[config.mk]
export PLATFORM = sky130hd
export DESIGN_NAME = add_sub_chunked
export DESIGN_NICKNAME = d
export VERILOG_FILES = /design/src/rtl/add_sub_pkg.sv /design/src/rtl/add_sub_chunked_chunk_adder.sv /design/src/rtl/full_adder.sv /design/src/rtl/add_sub_chunked.sv
export SDC_FILE = /design/constraint.sdc
export NUM_CORES = 1
export LEC_CHECK = 0
export CORE_MARGIN = 2
export CORE_UTILIZATION = 45
export DETAILED_ROUTE_END_ITERATION = 6
export PLACE_DENSITY = 0.69
export SETUP_SLACK_MARGIN = 0.05
export SLEW_MARGIN = 20
export SYNTH_ARGS = -nofsm -noshare
export SYNTH_HDL_FRONTEND = slang
export SYNTH_HIERARCHICAL = 1
export SYNTH_SLANG_ARGS = --single-unit
[constraint.sdc]
create_clock -name Clk -period 8.3 [get_ports Clk]
set_input_delay 2.49 -clock Clk [delete_from_list [all_inputs] [get_ports Clk]]
set_output_delay 2.49 -clock Clk [all_outputs]
set_load 0.01 [all_outputs]
[src/rtl/add_sub_pkg.sv]
// Shared types and helpers for the chunked adder/subtractor.
package add_sub_pkg;

  typedef enum logic [1:0] {
    IDLE = 2'd0,
    RUN  = 2'd1,
    DONE = 2'd2
  } as_state_t;

  function automatic int nchunk(input int width, input int chunk);
    return (width + chunk - 1) / chunk;
  endfunction

endpackage

[src/rtl/add_sub_chunked_chunk_adder.sv]
// CHUNK-bit ripple of full_adder cells; also exposes the carry into the top bit.
module chunk_adder #(
  parameter int CHUNK = 3
) (
  input  logic             cin,
  input  logic [CHUNK-1:0] a,
  input  logic [CHUNK-1:0] b,
  output logic [CHUNK-1:0] s,
  output logic             cout,
  output logic             msb_carry_in
);

  logic [CHUNK:0] w_c;

  assign w_c[0] = cin;

  for (genvar i = 0; i < CHUNK; i++) begin : g_bit
    full_adder u_fa (
      .a   (a[i]),
      .b   (b[i]),
      .cin (w_c[i]),
      .s   (s[i]),
      .cout(w_c[i+1])
    );
  end

  assign cout         = w_c[CHUNK];
  assign msb_carry_in = w_c[CHUNK-1];

endmodule

[src/rtl/full_adder.sv]
// Single-bit full adder cell used to build the chunk ripple.
module full_adder (
  input  logic a,
  input  logic b,
  input  logic cin,
  output logic s,
  output logic cout
);

  assign s    = a ^ b ^ cin;
  assign cout = (a & b) | (cin & (a ^ b));

endmodule

[src/rtl/add_sub_chunked.sv]
// Multi-cycle two's-complement adder/subtractor, CHUNK bits per clock with a
// registered carry between chunks and a Start/Done handshake.
module add_sub_chunked
  import add_sub_pkg::*;
#(
  parameter int WIDTH = 9,
  parameter int CHUNK = 3
) (
  input  logic             Clk,
  input  logic             Reset,
  input  logic             Start,
  input  logic             Sub,
  input  logic [WIDTH-1:0] A,
  input  logic [WIDTH-1:0] B,
  output logic [WIDTH-1:0] S,
  output logic             Cout,
  output logic             Ovf,
  output logic             Busy,
  output logic             Done
);

  localparam int NCHUNK = nchunk(WIDTH, CHUNK);
  localparam int EXT    = NCHUNK * CHUNK;
  localparam int PAD    = EXT - WIDTH;
  localparam int LO     = (NCHUNK - 1) * CHUNK;
  localparam int IDX_W  = (NCHUNK > 1) ? $clog2(NCHUNK) : 1;
  localparam logic [IDX_W-1:0] LAST_IDX = IDX_W'(NCHUNK - 1);

  as_state_t        r_state;
  logic [IDX_W-1:0] r_idx;
  logic             r_carry;
  logic [WIDTH-1:0] r_a;
  logic [WIDTH-1:0] r_b;
  logic [EXT-1:0]   r_sum;
  logic [WIDTH-1:0] r_s;
  logic             r_cout;
  logic             r_ovf;
  logic             r_busy;
  logic             r_done;

  logic [EXT-1:0]   w_a_ext;
  logic [EXT-1:0]   w_b_ext;
  logic [31:0]      w_base;
  logic [CHUNK-1:0] w_a_chunk;
  logic [CHUNK-1:0] w_b_chunk;
  logic [CHUNK-1:0] w_s_chunk;
  logic             w_cout;
  logic             w_msb_cin;
  logic [EXT-1:0]   w_sum_full;
  logic [WIDTH-1:0] w_s_final;
  logic             w_accept;

  // A partial last chunk is padded *below* its real bits with a=1, b=0: the
  // carry passes through the pad unchanged, so the chunk MSB is the true MSB
  // and cout / msb_carry_in are the real final carries.
  if (PAD == 0) begin : g_nopad
    assign w_a_ext   = r_a;
    assign w_b_ext   = r_b;
    assign w_s_final = w_sum_full;
  end else begin : g_pad
    assign w_a_ext   = {r_a[WIDTH-1:LO], {PAD{1'b1}}, r_a[LO-1:0]};
    assign w_b_ext   = {r_b[WIDTH-1:LO], {PAD{1'b0}}, r_b[LO-1:0]};
    assign w_s_final = {w_sum_full[EXT-1:LO+PAD], w_sum_full[LO-1:0]};
  end

  assign w_base    = 32'(r_idx) * 32'(CHUNK);
  assign w_a_chunk = w_a_ext[w_base +: CHUNK];
  assign w_b_chunk = w_b_ext[w_base +: CHUNK];

  chunk_adder #(.CHUNK(CHUNK)) u_chunk (
    .cin         (r_carry),
    .a           (w_a_chunk),
    .b           (w_b_chunk),
    .s           (w_s_chunk),
    .cout        (w_cout),
    .msb_carry_in(w_msb_cin)
  );

  always_comb begin
    w_sum_full = r_sum;
    w_sum_full[w_base +: CHUNK] = w_s_chunk;
  end

  assign w_accept = Start && (r_state == IDLE || r_state == DONE);

  always_ff @(posedge Clk) begin
    if (Reset) begin
      r_state <= IDLE;
      r_idx   <= '0;
      r_carry <= 1'b0;
      r_a     <= '0;
      r_b     <= '0;
      r_sum   <= '0;
      r_s     <= '0;
      r_cout  <= 1'b0;
      r_ovf   <= 1'b0;
      r_busy  <= 1'b0;
      r_done  <= 1'b0;
    end else begin
      r_done <= 1'b0;
      if (w_accept) begin
        // Subtraction is A + ~B + 1: invert B here, seed the carry with Sub.
        r_state <= RUN;
        r_busy  <= 1'b1;
        r_idx   <= '0;
        r_a     <= A;
        r_b     <= Sub ? ~B : B;
        r_carry <= Sub;
      end else begin
        case (r_state)
          RUN: begin
            r_sum   <= w_sum_full;
            r_carry <= w_cout;
            if (r_idx == LAST_IDX) begin
              r_state <= DONE;
              r_busy  <= 1'b0;
              r_done  <= 1'b1;
              r_idx   <= '0;
              r_s     <= w_s_final;
              r_cout  <= w_cout;
              r_ovf   <= w_cout ^ w_msb_cin;
            end else begin
              r_idx <= r_idx + 1'b1;
            end
          end
          DONE:    r_state <= IDLE;
          default: r_state <= IDLE;
        endcase
      end
    end
  end

  assign S    = r_s;
  assign Cout = r_cout;
  assign Ovf  = r_ovf;
  assign Busy = r_busy;
  assign Done = r_done;

endmodule

==> run metrics, run 1 <==
status=completed; Max Cap Violations=0; # rows=24; grt ovf=0; root buf cell=clkbuf_8; Reg-to-Reg Start=r_idx[1]$_SDFFE_PP0P_; Post-DP HPWL=2603 um; Die H=around 72 um; Max FO, Critical Path=30; Seq pwr share=50.8%; WL final=roughly 3800 um; hold crit path type=reg -> reg; count leader, synth=dfxtp_1; Worst VDD drop=106.5 uV; RSZ-0062 raised after global routing=no; Reg clk slew, reported paths=approximately 0.080 ns; fin crit share=approximately 46%; headroom to the max-slew limit=40.93%; initial antenna violation count=0; first-pass GRT wire length=approximately 6800 um; vias in the first global route=about 1500; total negative slack=0 ns; layout cells sized above 1=between 6 and 7%; CTS tree=built; nets=274; clk_lat worst skew=about 0.30 ns; Setup violations, final=0; hold slack=0.4557 ns; DRT Pass-1 Iters=4; register area share after synthesis=around 43%; top cells by count, synth=dfxtp_1, nand2_1, nor2_1; LEAKAGE=0.9017 nW; total die area=between 5000 and 6000 um^2; chip width=72.47 um; post-CTS resize count=0; Global Route Usage Sum=between 15 and 20%; Mapped Area=about 2100 um^2; Starting Density=a little under half; internal cell power=345.7 uW; synthesis-to-layout area growth=19.22%; Seq cells post-synth=45; routed len/inst=about 13 um; CTS HTree Levels=2; Slew @ Worst Pin=slightly below 0.9 ns; sw frac=24.65%; crit end category=flop; CTS max path bufs=2; Filler cells=roughly 430; Logic pwr share=14.7%; drt initial violations=58; sw power=about 110 uW; async set or reset register ratio after synthesis=0%; syn avg cell area=about 9.7 um^2; power share of the clock group=between 30% and 40%; Worst Clk Skew=approximately 0.0056 ns; ranking of synthesized cells by area=dfxtp_1, mux2i_1, nand2_1, a211oi_1, xnor2_1; CP Class=in -> reg; crit path from=Start; hold buffer count at CTS=0; Post-synth EDFFs=0; startpoint types=input pin; vias per inst=5.186; I/O pin total=35; PwrDens=approximately 180 nW/um^2; Antenna Cells=0; Final GP Congestion=between 0.6 and 0.7; Critical Path AT=~4 ns; # clock sinks=45; # DRC=0; yosys warns=6; syn_nets=about 250; Post-Syn Instances=approximately 220; Yosys cell types=38; pin count of the biggest net entering global routing=34; core area=4444 um^2; Fin. Hold Viols=0; min Tclk post-route=around 3.8 ns; share of the synthesized area in the top cell type=42.70%; via count=1530; setup bufs post-CTS=0; worst path required time=between 8 and 9 ns; Pins Over Slew Limit=0; DRT antenna net count=0; hold path start=r_sum[8]$_SDFFE_PP0P_; I/O Buffers=34; cell taking the most area after synthesis=dfxtp_1; clock buffer count from CTS=5; Tot Pwr=roughly 460 uW; Max Freq=0.2630 GHz; prevailing post-synth register cell=dfxtp_1
-- critical path, stage by stage --
cell and delay (ns):
clkdlybuf4s50_1 0.47, and2b_1 0.71, nor2_1 0.08, a211oi_1 0.26
-- state kept, by name, indices dropped and copies added, names as in the netlist, 2 cells and up --
name and cells:
r_a 9, r_state 2, r_b 9, S 9
r_idx 2, r_sum 9
-- cell usage in the layout, fill, tap and decap left out --
cell type / n
nand3b_4: 1
dfxtp_1: 45
xnor2_1: 9
ha_1: 6
o21a_1: 1
o2bb2ai_2: 1
nand2_1: 27
a22o_1: 2
nor3_1: 2
a21oi_1: 15
clkbuf_8: 5
a211oi_2: 2
o21ai_0: 6
and4b_1: 1
a32oi_1: 2
nand3b_1: 2
buf_4: 1
a21oi_4: 1
xor2_1: 1
and4bb_2: 1
clkdlybuf4s50_1: 34
o2bb2ai_1: 8
a31oi_1: 3
a41oi_1: 1
mux2i_1: 12
nor2b_4: 1
clkinv_2: 1
fa_1: 3
nand3_1: 3
nor2_2: 1
bufinv_16: 1
a211oi_1: 12
nand2b_1: 2
nor2b_1: 7
nor2_1: 16
nor4bb_1: 2
and2b_1: 1
inv_1: 4
-- through the flow --
stage	setup WS (ns)	cell area [um^2]	utilization [%]	std cells
after global routing	4.276	2515	56.59	295
after CTS	4.476	2515	56.59	295
final	4.497	2515	56.59	295
after global placement	4.240	2411	54.25	288
after floorplan	5.037	2110	-	217
after detailed placement	4.163	2411	54.25	288
-- metal layers --
metal / wire length [um] / track usage [%]
met1: 1799 / 21.61
met2: 1795 / 27.52
met3: 118 / 3.750
met4: 67 / 6.173
met5: 0 / 0
-- logic make-up (layout without fill, tap and decap cells) --
| kind of cell | after synthesis | count (layout) | synth area share (%) |
|---|---|---|---|
| and+or+nand+nor | 67 | 67 | 16.49 |
| AOI/OAI and AO/OA | 54 | 54 | 18.57 |
| DFF | 45 | 45 | 42.70 |
| buffers and inverters | 20 | 46 | 5.990 |
| muxes | 12 | 12 | 5.694 |
| xor gates and xnor gates | 10 | 10 | 4.152 |
| adders and majority gates | 9 | 9 | 6.406 |
-- power groups by stage --
| stage | combinational, mW | clock [mW] | sequential (mW) |
|---|---|---|---|
| final | 0.0677 | 0.158 | 0.233 |
| after global routing | 0.0765 | 0.170 | 0.235 |
| after CTS | 0.0680 | 0.163 | 0.233 |
| after detailed placement | 0.0678 | 0 | 0.238 |
| after global placement | 0.0673 | 0 | 0.238 |
| after floorplan | 0.0518 | 0 | 0.236 |
-- area by class of cell --
class | instances | area, um^2 | area share, %
Multi-Input combinational cell | 152 | 1082 | 43.03
Tap cell | 52 | 65.06 | 2.587
Clock buffer | 5 | 68.82 | 2.736
Inverter | 4 | 15.01 | 0.5970
Timing Repair Buffer | 35 | 347.8 | 13.83
Sequential cell | 45 | 900.9 | 35.82
Clock inverter | 2 | 35.03 | 1.393
-- final timing paths --
check / end / slack (ns) / cells after the start
max: r_b[5]$_SDFFE_PP0P_ / 4.50 / 4
min: r_sum[8]$_SDFFE_PP0P_ / 0.46 / 2
max reg2reg: S[8]$_SDFFE_PP0P_ / 4.92 / 9
min reg2reg: r_sum[8]$_SDFFE_PP0P_ / 0.46 / 2
No activity file was read; power rests on OpenSTA's default activity.
==> run 2: changes to the inputs <==
--- a/config.mk
+++ b/config.mk
@@ -8,7 +8,7 @@
 export CORE_MARGIN = 2
 export CORE_UTILIZATION = 45
 export DETAILED_ROUTE_END_ITERATION = 6
-export PLACE_DENSITY = 0.69
+export PLACE_DENSITY = 0.72
 export SETUP_SLACK_MARGIN = 0.05
 export SLEW_MARGIN = 20
 export SYNTH_ARGS = -nofsm -noshare
==> constraint.sdc (replaced) <==
create_clock -name Clk -period 3.08 [get_ports Clk]
set_input_delay 0.924 -clock Clk [delete_from_list [all_inputs] [get_ports Clk]]
set_output_delay 0.924 -clock Clk [all_outputs]
set_load 0.01 [all_outputs]
==> run 2 against run 1 <==
Compared with the run above: critical path type is now reg -> reg; power grew to 2.6 times the previous value; first-iteration DRC count is 120% higher; routed wire length is 7.2% higher; largest cell class unchanged; via count is 3.1% higher.
==> run metrics, run 2 (synthesized netlist as in run 1, its figures left out) <==
Slew @ Worst Pin=0.5769 ns (-0.3092 ns); total negative slack=0 ns (unchanged); Setup violations, final=0 (unchanged); root buf cell=clkbuf_8; Die H=72.47 um (unchanged); clock buffer count from CTS=5 (unchanged); # clock sinks=45 (unchanged); CP dominant cell by count=fa_1; layout cells sized above 1=8.130% (+1.5 points); Reg clk slew, reported paths=0.09 ns (about the same); Logic pwr share=16.0% (+1.3 points); Post-DP HPWL=2851 um (+9.5%); headroom to the max-slew limit=61.46% (+21 points); status=completed; Worst VDD drop=237.1 uV (+120%); pin count of the biggest net entering global routing=32 (-5.9%); worst path required time=3.32 ns (-5.19 ns); slowest CP cell=fa_1; PwrDens=469.2 nW/um^2 (+160%); Max Cap Violations=0 (unchanged); nets=277 (+1.1%); chip width=72.47 um (unchanged); synthesis-to-layout area growth=19.81%; clk_lat worst skew=0.30 ns (about the same); startpoint types=flop; Critical Path AT=3.02 ns (-0.99 ns); fin crit share=around nine tenths; CTS tree=built; I/O Buffers=34 (unchanged); grt ovf=0 (unchanged); hold crit path type=reg -> reg; crit end category=flop; Max FO, Critical Path=6 (-80%); CTS max path bufs=2 (unchanged); CP Class=reg -> reg; internal cell power=877.3 uW (+150%); Final GP Congestion=0.8192 (+17%); CTS HTree Levels=2 (unchanged); core area=4444 um^2 (unchanged); vias in the first global route=1536 (+1.3%); I/O pin total=35 (unchanged); most frequent cells in the layout=dfxtp_1, clkdlybuf4s50_1, nand2_1, nor2_1, a21oi_1; Worst Clk Skew=0.009312 ns (+0.003699 ns); Antenna Cells=0 (unchanged); RSZ-0062 raised after global routing=no; WL final=4052 um (+7.2%); CP Cell Sequence=nor2b_1 > nand2_1 > o21ai_0 > fa_1 > fa_1 > fa_1 > nor4bb_2 > mux2i_1 > o2bb2ai_1; via count=1578 (+3.1%); Max Freq=between 0.3 and 0.4 GHz; LEAKAGE=0.9085 nW (+0.75%); commonest non-fill, non-tap cell in the layout=dfxtp_1; Global Route Usage Sum=16.91% (+0.15 points); vias per inst=5.295 (+2.1%); drt initial violations=126 (+120%); setup bufs post-CTS=0 (unchanged); sw frac=26.02% (+1.4 points); Seq pwr share=52.8% (+2.0 points); initial antenna violation count=0 (unchanged); routed len/inst=13.60 um (+6.1%); Fin. Hold Viols=0 (unchanged); Pins Over Slew Limit=0 (unchanged); min Tclk post-route=about 2.8 ns; sw power=308.6 uW (+170%); # rows=24 (unchanged); DRT antenna net count=0 (unchanged); DRT Pass-1 Iters=4 (unchanged); Filler cells=414 (-4.2%); power share of the clock group=31.2% (-3.3 points); total die area=5251 um^2 (unchanged); Starting Density=47.47% (unchanged); final core utilization=56.87% (+0.28 points); first-pass GRT wire length=6837 um (-0.10%); critical path's largest stage delay=0.56 ns (-0.15 ns); # DRC=0 (unchanged)
## run 2: cell count changes in the layout (fill, tap and decap cells not counted)
| cell | previous run | this run |
|---|---|---|
| buf_4 | 1 | 4 |
| nor4bb_2 | 0 | 1 |
| nor4bb_1 | 2 | 1 |
| clkinv_2 | 1 | 0 |
| clkbuf_1 | 0 | 1 |
| dfxtp_2 | 0 | 1 |
| dfxtp_1 | 45 | 44 |
| clkbuf_8 | 5 | 6 |
| bufinv_16 | 1 | 0 |
## run 2: timing repair
item / in CTS / in global routing
hold buffers: 0 / 0
endpoints found under the setup margin: 0 / 2
resized for setup: 0 / 2
## run 2: final cells by class
| type | count | area, um^2 | area share, % |
|---|---|---|---|
| Tap cell | 52 | 65.06 | 2.574 |
| Multi-Input combinational cell | 152 | 1089 | 43.07 |
| Sequential cell | 45 | 902.1 | 35.69 |
| Timing Repair Buffer | 38 | 370.4 | 14.65 |
| Inverter | 4 | 15.01 | 0.5941 |
| Clock buffer | 7 | 86.33 | 3.416 |
## run 2: final timing paths
check	start	end	slack, ns	depth (start not counted)
worst max-delay path	r_idx[1]$_SDFFE_PP0P_	S[8]$_SDFFE_PP0P_	0.30	9
worst min-delay path	r_a[5]$_SDFFE_PP0P_	r_a[5]$_SDFFE_PP0P_	0.46	2
worst max register to register	r_idx[1]$_SDFFE_PP0P_	S[8]$_SDFFE_PP0P_	0.30	9
worst min register to register	r_a[5]$_SDFFE_PP0P_	r_a[5]$_SDFFE_PP0P_	0.46	2
## run 2: power by group through the flow
stage | Combinational, mW | Sequential, mW | Clock [mW]
global route | 0.211 | 0.629 | 0.400
finish | 0.189 | 0.626 | 0.371
detailed placement | 0.189 | 0.639 | 0
floorplan | 0.140 | 0.635 | 0
global placement | 0.187 | 0.639 | 0
CTS | 0.189 | 0.626 | 0.379
## run 2: worst max-delay path: cells and delay by family (launching register included)
kind,cells,cell delay (ns)
adders and majority gates,3,1.44
and+or+nand+nor,3,0.50
DFF,1,0.42
AOI/OAI and AO/OA,2,0.26
muxes,1,0.12
## run 2: metal layers
| metal | GRT usage (%) | routed length (um) |
|---|---|---|
| met5 | 0 | 0 |
| met4 | 6.173 | 58 |
| met3 | 5.000 | 177 |
| met2 | 29.15 | 1907 |
| met1 | 19.90 | 1909 |
## run 2: per-stage QoR
stage	worst slack (ns)	power, mW	hold slack (ns)	instance area, um^2	std cells
3_3_place_gp	0.2184	0.8258	0.4402	2434	291
4_1_cts	0.09633	1.193	0.4583	2520	298
5_1_grt	0.08232	1.239	0.4732	2527	298
2_1_floorplan	0.2805	0.7749	0.4357	2110	217
6_report	0.2990	1.186	0.4582	2527	298
3_5_place_dp	0.1306	0.8283	0.4463	2434	291
==> run 3: changes to the inputs <==
--- a/config.mk
+++ b/config.mk
@@ -5,7 +5,6 @@
 export SDC_FILE = /design/constraint.sdc
 export NUM_CORES = 1
 export LEC_CHECK = 0
-export CORE_MARGIN = 2
 export CORE_UTILIZATION = 45
 export DETAILED_ROUTE_END_ITERATION = 6
 export PLACE_DENSITY = 0.72
==> run 3 against run 2 <==
Compared with the run above: the run now ends with DRC left; sequential cell count unchanged; clock power increased by 41%; combinational power about the same; via count increased by 1.1%; clock skew down 0.0028 ns; register-to-register slack got worse by 0.04 ns; cell area increased by 1.9%; die area shrank 5.4%; cell count is 0.34% higher; setup slack got worse by 0.044 ns; first-iteration DRC count increased by 7.1%; largest cell class unchanged; largest power group unchanged.
==> run metrics, run 3 (synthesized netlist as in run 1, its figures left out) <==
status=finished, violations left; failing checks=DRC; first-pass GRT wire length=7058 um (+3.2%); Critical Path AT=3.06 ns (+0.04 ns); core area=4444 um^2 (unchanged); Die H=70.47 um (-2.8%); Reg clk slew, reported paths=0.09 ns (about the same); Pins Over Slew Limit=0 (unchanged); routed len/inst=13.36 um (-1.8%); headroom to the max-slew limit=61.68% (+0.22 points); Critical R2R Capture=S[8]$_SDFFE_PP0P_; via count=1596 (+1.1%); CTS tree=built; total die area=4965 um^2 (-5.4%); CP Class=reg -> reg; R2R cell count=9 (unchanged); clk_lat worst skew=0.30 ns (about the same); final core utilization=57.94% (+1.1 points); crit end category=flop; cell count of the worst hold path=2 (unchanged); initial antenna violation count=0 (unchanged); grt ovf=0 (unchanged); setup bufs post-CTS=0 (unchanged); fin crit share=91.71% (+1.4 points); R2R Setup Slk=0.26 ns (-0.04 ns); startpoint types=flop; vias per inst=5.338 (+0.80%); Post-DP HPWL=2845 um (-0.24%); Worst VDD drop=349.7 uV (+47%); Reg-to-Reg Start=r_idx[0]$_SDFFE_PP0P_; Final GP Congestion=0.8291 (+1.2%); root buf cell=clkbuf_8; Placed Area=2434 um^2 (unchanged); most frequent cells in the layout=dfxtp_1, clkdlybuf4s50_1, nand2_1, nor2_1, a21oi_1; RSZ-0062 raised after global routing=no; Fin. Hold Viols=0 (unchanged); DRT Pass-1 Iters=6 (+2); total negative slack=0 ns (unchanged); Hold Path End=r_sum[7]$_SDFFE_PP0P_; CTS HTree Levels=2 (unchanged); final worst setup slack=0.2553 ns (-0.04376 ns); LEAKAGE=0.9323 nW (+2.6%); hold crit path type=reg -> reg; Global Route Usage Sum=18.03% (+1.1 points); WL final=3994 um (-1.4%); nets=277 (unchanged); Filler cells=401 (-3.1%); Starting Density=47.47% (unchanged); final instance area=2575 um^2 (+1.9%); # DRC=7 (+7); Max FO, Critical Path=7 (+1); drt initial violations=135 (+7.1%); Antenna Cells=0 (unchanged); Worst Clk Skew=0.006517 ns (-0.002796 ns); # clock sinks=45 (unchanged); multi-input combinational cell area=1089 um^2 (unchanged); commonest non-fill, non-tap cell in the layout=dfxtp_1; Slew @ Worst Pin=0.5736 ns (-0.003272 ns); I/O pin total=35 (unchanged); Max Freq=0.3540 GHz (-1.5%); hold path start=r_sum[7]$_SDFFE_PP0P_; DRT antenna net count=0 (unchanged); clock buffer count from CTS=5 (unchanged); I/O Buffers=34 (unchanged); Max Cap Violations=0 (unchanged); hold slack=0.4614 ns (+0.003247 ns); CTS max path bufs=2 (unchanged); pin count of the biggest net entering global routing=26 (-19%); # rows=24 (unchanged); chip width=70.47 um (-2.8%); min Tclk post-route=2.825 ns (+0.04376 ns); PwrDens=519.9 nW/um^2 (+11%); vias in the first global route=1567 (+2.0%); Post-Place Setup Slack=0.1482 ns (+0.01760 ns); synthesis-to-layout area growth=22.06%; Setup violations, final=0 (unchanged); sequential cell area=902.1 um^2 (unchanged); layout cells sized above 1=8.907% (+0.78 points); worst path required time=3.31 ns (about the same)
-- run 3: cell types whose count changed in the layout (fill, tap and decap cells not counted), sizes merged --
cell,delta
bufinv,+2
clkbuf,-2
clkinv,+1
-- run 3: worst max path at each step --
stage	start	endpoint	slack (ns)	depth (start not counted)
6_report	r_idx[0]$_SDFFE_PP0P_	S[8]$_SDFFE_PP0P_	0.26	9
5_1_grt	r_idx[0]$_SDFFE_PP0P_	S[8]$_SDFFE_PP0P_	0.08	9
4_1_cts	r_idx[1]$_SDFFE_PP0P_	S[8]$_SDFFE_PP0P_	0.11	9
3_5_place_dp	r_idx[1]$_SDFFE_PP0P_	S[8]$_SDFFE_PP0P_	0.15	9
3_3_place_gp	r_idx[1]$_SDFFE_PP0P_	S[8]$_SDFFE_PP0P_	0.24	9
2_1_floorplan	r_idx[0]$_SDFFE_PP0P_	S[8]$_SDFFE_PP0P_	0.28	10
-- run 3: worst max-delay path: stages (launching register included) --
cell and delay, ns:
dfxtp_1 0.36, nor2b_1 0.20, nand2_1 0.08, o21ai_0 0.12, fa_1 0.45, fa_1 0.43
fa_1 0.56, nor4bb_2 0.28, mux2i_1 0.12, o2bb2ai_1 0.15
-- run 3: metal layers --
metal	GRT usage [%]	wire length, um
met1	22.59	1885
met2	29.34	1929
met3	4.618	130
met4	7.483	48
met5	0	0
-- run 3: power by group --
part / internal (mW) / total [mW] / switching [mW]
combinational: 0.0898 / 0.189 / 0.0996
sequential: 0.609 / 0.626 / 0.0166
clock: 0.322 / 0.524 / 0.201
-- run 3: cell type report --
type                       count  area share [%]
inverter                       4          0.5831
clock buffer                   5           2.672
timing repair buffer          38           14.38
tap                           52           2.527
clock inverter                 3           2.527
multi-input combinational    152           42.27
sequential                    45           35.03
-- run 3: timing repair --
item	CTS	global route
resized for setup	0	2
endpoints found under the setup margin	0	3
hold buffers	0	0
-- run 3: per-stage QoR --
stage / std cells / total power [mW]
2_1_floorplan: 217 / 0.7749
3_3_place_gp: 291 / 0.8253
3_5_place_dp: 291 / 0.8282
6_report: 299 / 1.339
5_1_grt: 299 / 1.408
4_1_cts: 299 / 1.349
